[config.mk]
export PLATFORM = sky130hd
export DESIGN_NAME = mod_add_sub
export DESIGN_NICKNAME = d
export VERILOG_FILES = /design/src/rtl/mod_add_sub.sv
export SDC_FILE = /design/constraint.sdc
export NUM_CORES = 1
export LEC_CHECK = 0
export BUFFER_PORTS_ARGS = -buffer_cell sky130_fd_sc_hd__buf_2
export CAP_MARGIN = 10
export CELL_PAD_IN_SITES_DETAIL_PLACEMENT = 0
export CELL_PAD_IN_SITES_GLOBAL_PLACEMENT = 1
export CORE_MARGIN = 4
export CORE_UTILIZATION = 46
export DETAILED_ROUTE_END_ITERATION = 10
export MAX_ROUTING_LAYER = met4
export PLACE_DENSITY = 0.91
export SYNTH_ARGS = -nofsm -noshare
export SYNTH_HDL_FRONTEND = slang
export SYNTH_SLANG_ARGS = --single-unit
[constraint.sdc]
create_clock -name clk -period 6 [get_ports clk]
set_input_delay 0 -clock clk [delete_from_list [all_inputs] [get_ports clk]]
set_output_delay 0 -clock clk [all_outputs]
set_load 0.005 [all_outputs]
[src/rtl/mod_add_sub.sv]
// Two-stage modular add/subtract with valid/ready handshaking on both sides.
// S1 registers the raw sum/difference, S2 applies one conditional correction by Q.
module mod_add_sub #(
    parameter int               WIDTH = 64,
    parameter logic [WIDTH-1:0] Q     = WIDTH'(64'd1152921504606830593)
) (
    input  logic             clk,
    input  logic             rst,
    input  logic             in_valid,
    output logic             in_ready,
    input  logic             op,
    input  logic [WIDTH-1:0] a,
    input  logic [WIDTH-1:0] b,
    output logic             out_valid,
    input  logic             out_ready,
    output logic [WIDTH-1:0] result
);

    logic             s1_valid;
    logic             s1_op;
    logic [WIDTH:0]   s1_raw;
    logic [WIDTH:0]   raw_next;
    logic [WIDTH-1:0] sub_q;
    logic [WIDTH-1:0] corr;
    logic             in_xfer;
    logic             s2_load;

    // in_ready is forced low while reset is held, not just after the next edge
    assign in_ready = !rst && (!s1_valid || !out_valid || out_ready);
    assign in_xfer  = in_valid && in_ready;
    assign s2_load  = s1_valid && (!out_valid || out_ready);

    assign raw_next = op ? ({1'b0, a} - {1'b0, b}) : ({1'b0, a} + {1'b0, b});
    assign sub_q    = s1_raw[WIDTH-1:0] - Q;

    // Single correction only: bit WIDTH is the carry for add, the borrow for sub
    always_comb begin
        corr = s1_raw[WIDTH-1:0];
        if (!s1_op) begin
            if (s1_raw >= {1'b0, Q}) corr = sub_q;
        end else if (s1_raw[WIDTH]) begin
            corr = s1_raw[WIDTH-1:0] + Q;
        end
    end

    always_ff @(posedge clk or posedge rst) begin
        if (rst) begin
            s1_valid <= 1'b0;
            s1_op    <= 1'b0;
            s1_raw   <= '0;
        end else if (in_xfer) begin
            s1_valid <= 1'b1;
            s1_op    <= op;
            s1_raw   <= raw_next;
        end else if (s2_load) begin
            s1_valid <= 1'b0;
        end
    end

    always_ff @(posedge clk or posedge rst) begin
        if (rst) begin
            out_valid <= 1'b0;
            result    <= '0;
        end else if (s2_load) begin
            out_valid <= 1'b1;
            result    <= corr;
        end else if (out_ready) begin
            out_valid <= 1'b0;
        end
    end

endmodule

* After elaboration in Yosys (flattened, before gate mapping)
Cells that the tools add are included.
Operators by class: add/sub/neg operators 4, $lt $le $gt $ge 1, muxes and demuxes 8, reduce and logical (&&, ||, !) cells 11
Operator list (number):
- $mux 64 | 3
- $add 64x64->65 | 1
- $ge 65x60->1 const B | 1
- $mux 65 | 1
- $sub 64x64->65 | 1
- $add 64x60->64 const B | 1
- $sub 64x60->64 const B | 1
- $mux 1 | 4
- $reduce_bool 2->1 | 2
- $logic_and 1x1->1 | 3
- $logic_not 1->1 | 3
- $logic_or 1x1->1 | 3
Storage, ports and cells: register bits 132, input port bits 133, output and inout bits 66, logic and storage cells 29

* Longest topological paths before layout
depth after elaboration 6, depth in mapped cells 22, gate-level depth less buffers 21

* Worst setup path before layout
No wires, ideal clock.
path kind input to register, start input port b[5], end register s1_raw[64], setup time 0.131 ns, arrival time 4.265 ns, required time 5.869 ns, slack 1.604 ns, stages on the path 15, buffers on the path 1, cell sequence or4_1 > nor4_1 > nand2_1 > nor4_4 > a21oi_1 > xnor2_1 > ha_1 > clkbuf_1 > nand2_1 > or4_1 > o41ai_2 > a31oi_1 > o31ai_2 > nor4b_1 > nor3_1
On the way: longest elaborated chain between the ends 2
RTL lines:
- from (decl) | line 13 | input logic [WIDTH-1:0] b,
- $add 64x64->65 or $sub 64x64->65 (tied branches) | line 33 | assign raw_next = op ? ({1'b0, a} - {1'b0, b}) : ({1'b0, a} + {1'b0, b});
- $mux 65 * | line 33
- to (signal assigned) | line 54 | s1_raw <= raw_next;
- to (decl) | line 21 | logic [WIDTH:0] s1_raw;
Mark *: on every way between the ends. The rest lies on a longest branch, timed or not. A chain may end at the register's enable or synchronous reset.

* Worst setup path in the final report
start input port b[0], end register s1_raw[63]
Same word-level chain as after synthesis.

==> results by group <==
Pwr
  – Switching portion of total power: 39.3%
  – Comb power frac: 38.1%
  – Cell internal power dissipation: between 2 and 3 mW
  – Leakage: around 6 nW
  – Reg power frac: 37.2%
  – Max IR drop VDD: 0.201 mV
  – Proportion of power drawn by the clock network: 24.7%
  – Power density over the cells: 304 nW/um^2
  – Sw Pwr: 1.63 mW

Global routing
  – Overall routing resource usage: approximately 24%
  – First-pass GRT wire length: approximately 55000 um
  – Global routing usage on met2: 33.3%
  – GRT met1 Usage: 37.8%
  – Vias in the first global route: 10622
  – Initial antenna violation count: 0
  – Highest-utilization routing layer at the global route stage: met1
  – Global-route congestion overflow total: 0
  – Pin count of the biggest net entering global routing: 132
  – Global-route met3 utilization: 2.36%

Detailed routing
  – Total iterations of the first detailed-routing run: 5
  – Initial drt markers: 929
  – Final Routed Wirelength: between 30000 and 40000 um
  – Routed len/inst: 16.7 um
  – Post-route DRC: 0
  – Total number of vias: 11532
  – Antenna Violating Nets Remaining: 0
  – Routed vias/inst: between 5 and 6

Floorplanning
  – Rows: 58
  – Total I/O pin count: 199
  – Core Region: 25300 sq um
  – Horizontal extent of the die: approximately 170 um
  – Die footprint: 28500 sq um
  – Height of the chip: 169 um
  – Starting density of the core: a little under half

Synth
  – Proportion of synthesized chip area in sequential cells: 27.8%
  – Cell taking the most area after synthesis: sky130_fd_sc_hd__dfrtp_1
  – Mux share of post-synthesis cell area: 0.358%
  – Async set-or-reset flop fraction in the synthesized netlist: 100%
  – Average size of a mapped cell: between 7 and 8 sq um
  – Leading post-synthesis cells by cell area: sky130_fd_sc_hd__dfrtp_1, sky130_fd_sc_hd__xnor2_1, sky130_fd_sc_hd__nand2_1
  – Adder-cell share of the synthesized area: under 10%
  – Area of the mapped netlist: ~12000 sq um
  – Library cells used by synthesis: between 70 and 80
  – Number of enable-type register cells in the synthesized netlist: 0
  – Net count after synthesis: about 1800
  – Main combinational cell family by area after synthesis: simple AND/OR/NAND/NOR gates
  – Ys flop type: sky130_fd_sc_hd__dfrtp_1
  – List of most frequent post-synthesis cells: sky130_fd_sc_hd__nand2_1, sky130_fd_sc_hd__o21ai_0, sky130_fd_sc_hd__a21oi_1
  – Yosys warnings: 0
  – Synthesized instance count: 1556
  – Compound-gate portion of the synthesized area: 23.1%
  – Fraction of the mapped netlist area in simple logic gates: 24.1%
  – Cell with the most instances after synthesis: sky130_fd_sc_hd__nand2_1
  – Synth top area share: ~28%
  – Area share of xor/xnor cells in the synthesized design: 13.4%
  – Number of synthesized register bits: approximately 130

Run status
  – Run status: completed

Worst hold path
  – Worst min path class: in -> reg

STA
  – Clock tree skew after final layout: 0.0137 ns
  – Max Freq: 196 MHz
  – # setup viols final: 0
  – Relative slew slack: between 20% and 30%
  – RSZ-0062 raised after global routing: no
  – Share of the clock period used by the worst path after layout: 84.9%
  – Total count of hold-check failures in the final report: 0
  – Final Max Slew Viols: 0
  – Min cycle time layout: 5.09 ns
  – Setup TNS Final: 0 ns
  – Slew at the pin closest to its max-slew limit: 1.07 ns

CTS
  – Setup repair bufs after CTS: 0
  – Maximum number of buffers from clock root to sink: 2
  – Clock transition at the register clock pins on the worst setup and hold paths after CTS: 0.06 ns
  – H-tree level count: 4
  – Sinks on Clock Net: between 100 and 150
  – Worst-Skew Late Latency: 0.41 ns
  – TritonCTS buffer count: 17
  – Clock Tree Root: sky130_fd_sc_hd__clkbuf_16
  – Clock tree from TritonCTS: yes

Worst setup path
  – Required time of the critical path: between 6 and 7 ns
  – Cell occurring most often along the worst timing path: sky130_fd_sc_hd__ha_1
  – Library cell contributing the largest single delay on the critical path: sky130_fd_sc_hd__nor4_1
  – Buffer and inverter count on the worst path: 3
  – Max FO, Critical Path: 9
  – Cells along the critical path: dlygate4sd3_1, buf_2, inv_1, ha_1, nor3b_1, nand2_1, nor4_1, a21oi_1, xnor2_1, ha_1, nand4_1, nor2_1, o211ai_1, a31oi_1, nor3_1, o31ai_1, a41oi_1, o21ai_0, mux2i_1, o311ai_0
  – Kind of start point of the critical path: primary input
  – Kind of capture point of the worst setup path: flop
  – Critical setup path kind: in -> reg
  – Peak per-stage delay on the critical path: 0.60 ns
  – Arrival time worst endpoint: 5.33 ns
  – Top Family by Delay on Critical Path: simple AND/OR/NAND/NOR gates

Placement
  – GPL Wtd Cong: between 0.9 and 1
  – Port buffer count: 198
  – Total placed cells including tap cells: ~2000
  – Half-perimeter wire length after detailed placement: ~28000 um

Layout
  – Number of nets in the layout: ~1900
  – Non-Filler Instances: between 2000 and 2500
  – Area Overhead vs Synth: 14.7%
  – ANT cells: 0
  – Proportion of layout cells with a drive suffix above 1: 15.0%

Flow run
  – Count of maximum capacitance violations: 0
==> cell families after synthesis <==
family | count (synthesis)
AOI/OAI and AO/OA | 464
xor gates and xnor gates | 182
adders and majority gates | 69
buffers and inverters | 120
DFF | 132
muxes | 4
and+or+nand+nor | 585
==> worst paths after layout <==
path | startpoint | cells past startpoint | to | slack [ns]
max in group asynchronous | rst | 4 | result[0] | 4.40
min | a[1] | 4 | s1_raw[1] | 0.03
max | b[0] | 20 | s1_raw[63] | 0.91
min in group asynchronous | rst | 3 | s1_raw[64] | 0.31
min reg2reg | result[52] | 2 | result[52] | 0.47
max reg2reg | s1_raw[17] | 10 | result[48] | 2.32
==> cells in the final DEF (no fill, tap or decap), types with 8 or more instances in the layout <==
master / Yosys / routed
sky130_fd_sc_hd__o211ai_1: 8 / 8
sky130_fd_sc_hd__nor2_1: 98 / 98
sky130_fd_sc_hd__nor4_1: 18 / 18
sky130_fd_sc_hd__a31oi_1: 29 / 29
sky130_fd_sc_hd__and3_1: 19 / 19
sky130_fd_sc_hd__inv_1: 41 / 40
sky130_fd_sc_hd__dfrtp_1: 132 / 132
sky130_fd_sc_hd__a41oi_1: 12 / 12
sky130_fd_sc_hd__a21oi_1: 134 / 134
sky130_fd_sc_hd__o21bai_1: 15 / 15
sky130_fd_sc_hd__nand2b_1: 16 / 16
sky130_fd_sc_hd__or4_1: 9 / 9
sky130_fd_sc_hd__xor2_1: 59 / 59
sky130_fd_sc_hd__and2_1: 13 / 13
sky130_fd_sc_hd__o21ai_0: 175 / 175
sky130_fd_sc_hd__buf_2: 6 / 198
sky130_fd_sc_hd__clkbuf_16: 0 / 17
sky130_fd_sc_hd__nand3_1: 35 / 35
sky130_fd_sc_hd__ha_1: 68 / 68
sky130_fd_sc_hd__o21a_1: 9 / 9
sky130_fd_sc_hd__or3_1: 19 / 19
sky130_fd_sc_hd__nand4_1: 28 / 28
sky130_fd_sc_hd__xnor2_1: 123 / 123
sky130_fd_sc_hd__and4_1: 8 / 8
sky130_fd_sc_hd__nand2_1: 235 / 233
sky130_fd_sc_hd__nor3_1: 50 / 50
sky130_fd_sc_hd__a21o_1: 29 / 29
==> routing by layer <==
layer  vias up  share of wire, %
met2       376                41
met5         -                 0
met1      5251                52
li1       5876                 -
met3        29               5.6
met4         0               1.4
==> through the flow <==
stage               total power, mW  util (%)  cell area (sq um)  worst slack [ns]  hold WS, ns
floorplan                      2.52         -              11900              1.60       0.0397
global placement               3.10      51.4              13000             0.801        0.205
detailed placement             3.13      51.4              13000             0.649        0.218
CTS                            4.16      53.9              13600             0.921       0.0245
global route                   4.46      53.9              13600             0.588        0.111
finish                         4.15      53.9              13600             0.908       0.0270
==> registers in the layout, summed over array words and instances, names as in the netlist <==
name,flops
s1_raw,65
s1_valid,1
s1_op,1
out_valid,1
result,64
==> layout make-up <==
cell class	instances	area, sq um
Clock buffer	26	509
Clock inverter	4	70.1
Fill cell	2498	11700
Inverter	41	156
Multi-Input combinational cell	1304	8140
Sequential cell	132	3300
Tap cell	330	413
Timing Repair Buffer	206	1060
==> repair_timing <==
action / in CTS / in global routing
resized for setup: 0 / 0
endpoints found under the setup margin: 0 / 0
hold buffers: 4 / 0
endpoints found under the hold margin: 70 / 0
==> power by group through the flow <==
stage	registers, mW	logic [mW]	clock network [mW]
after floorplan	1.42	1.10	0
after global placement	1.54	1.56	0
after detailed placement	1.55	1.57	0
after CTS	1.54	1.58	1.04
after global routing	1.59	1.78	1.09
final	1.55	1.58	1.02
==> worst reg2reg max path: stages (launching register included) <==
cell and delay (ns):
sky130_fd_sc_hd__dfrtp_1 0.48, sky130_fd_sc_hd__and3_1 0.35, sky130_fd_sc_hd__nand4_1 0.29, sky130_fd_sc_hd__nor4_1 0.47, sky130_fd_sc_hd__and3b_1 0.31, sky130_fd_sc_hd__o21ai_2 0.13, sky130_fd_sc_hd__nor2_1 0.57, sky130_fd_sc_hd__nand2_1 0.30
sky130_fd_sc_hd__o21ai_0 0.34, sky130_fd_sc_hd__xnor2_1 0.18, sky130_fd_sc_hd__o21ai_0 0.10
Power figures use the tool's default switching activity.
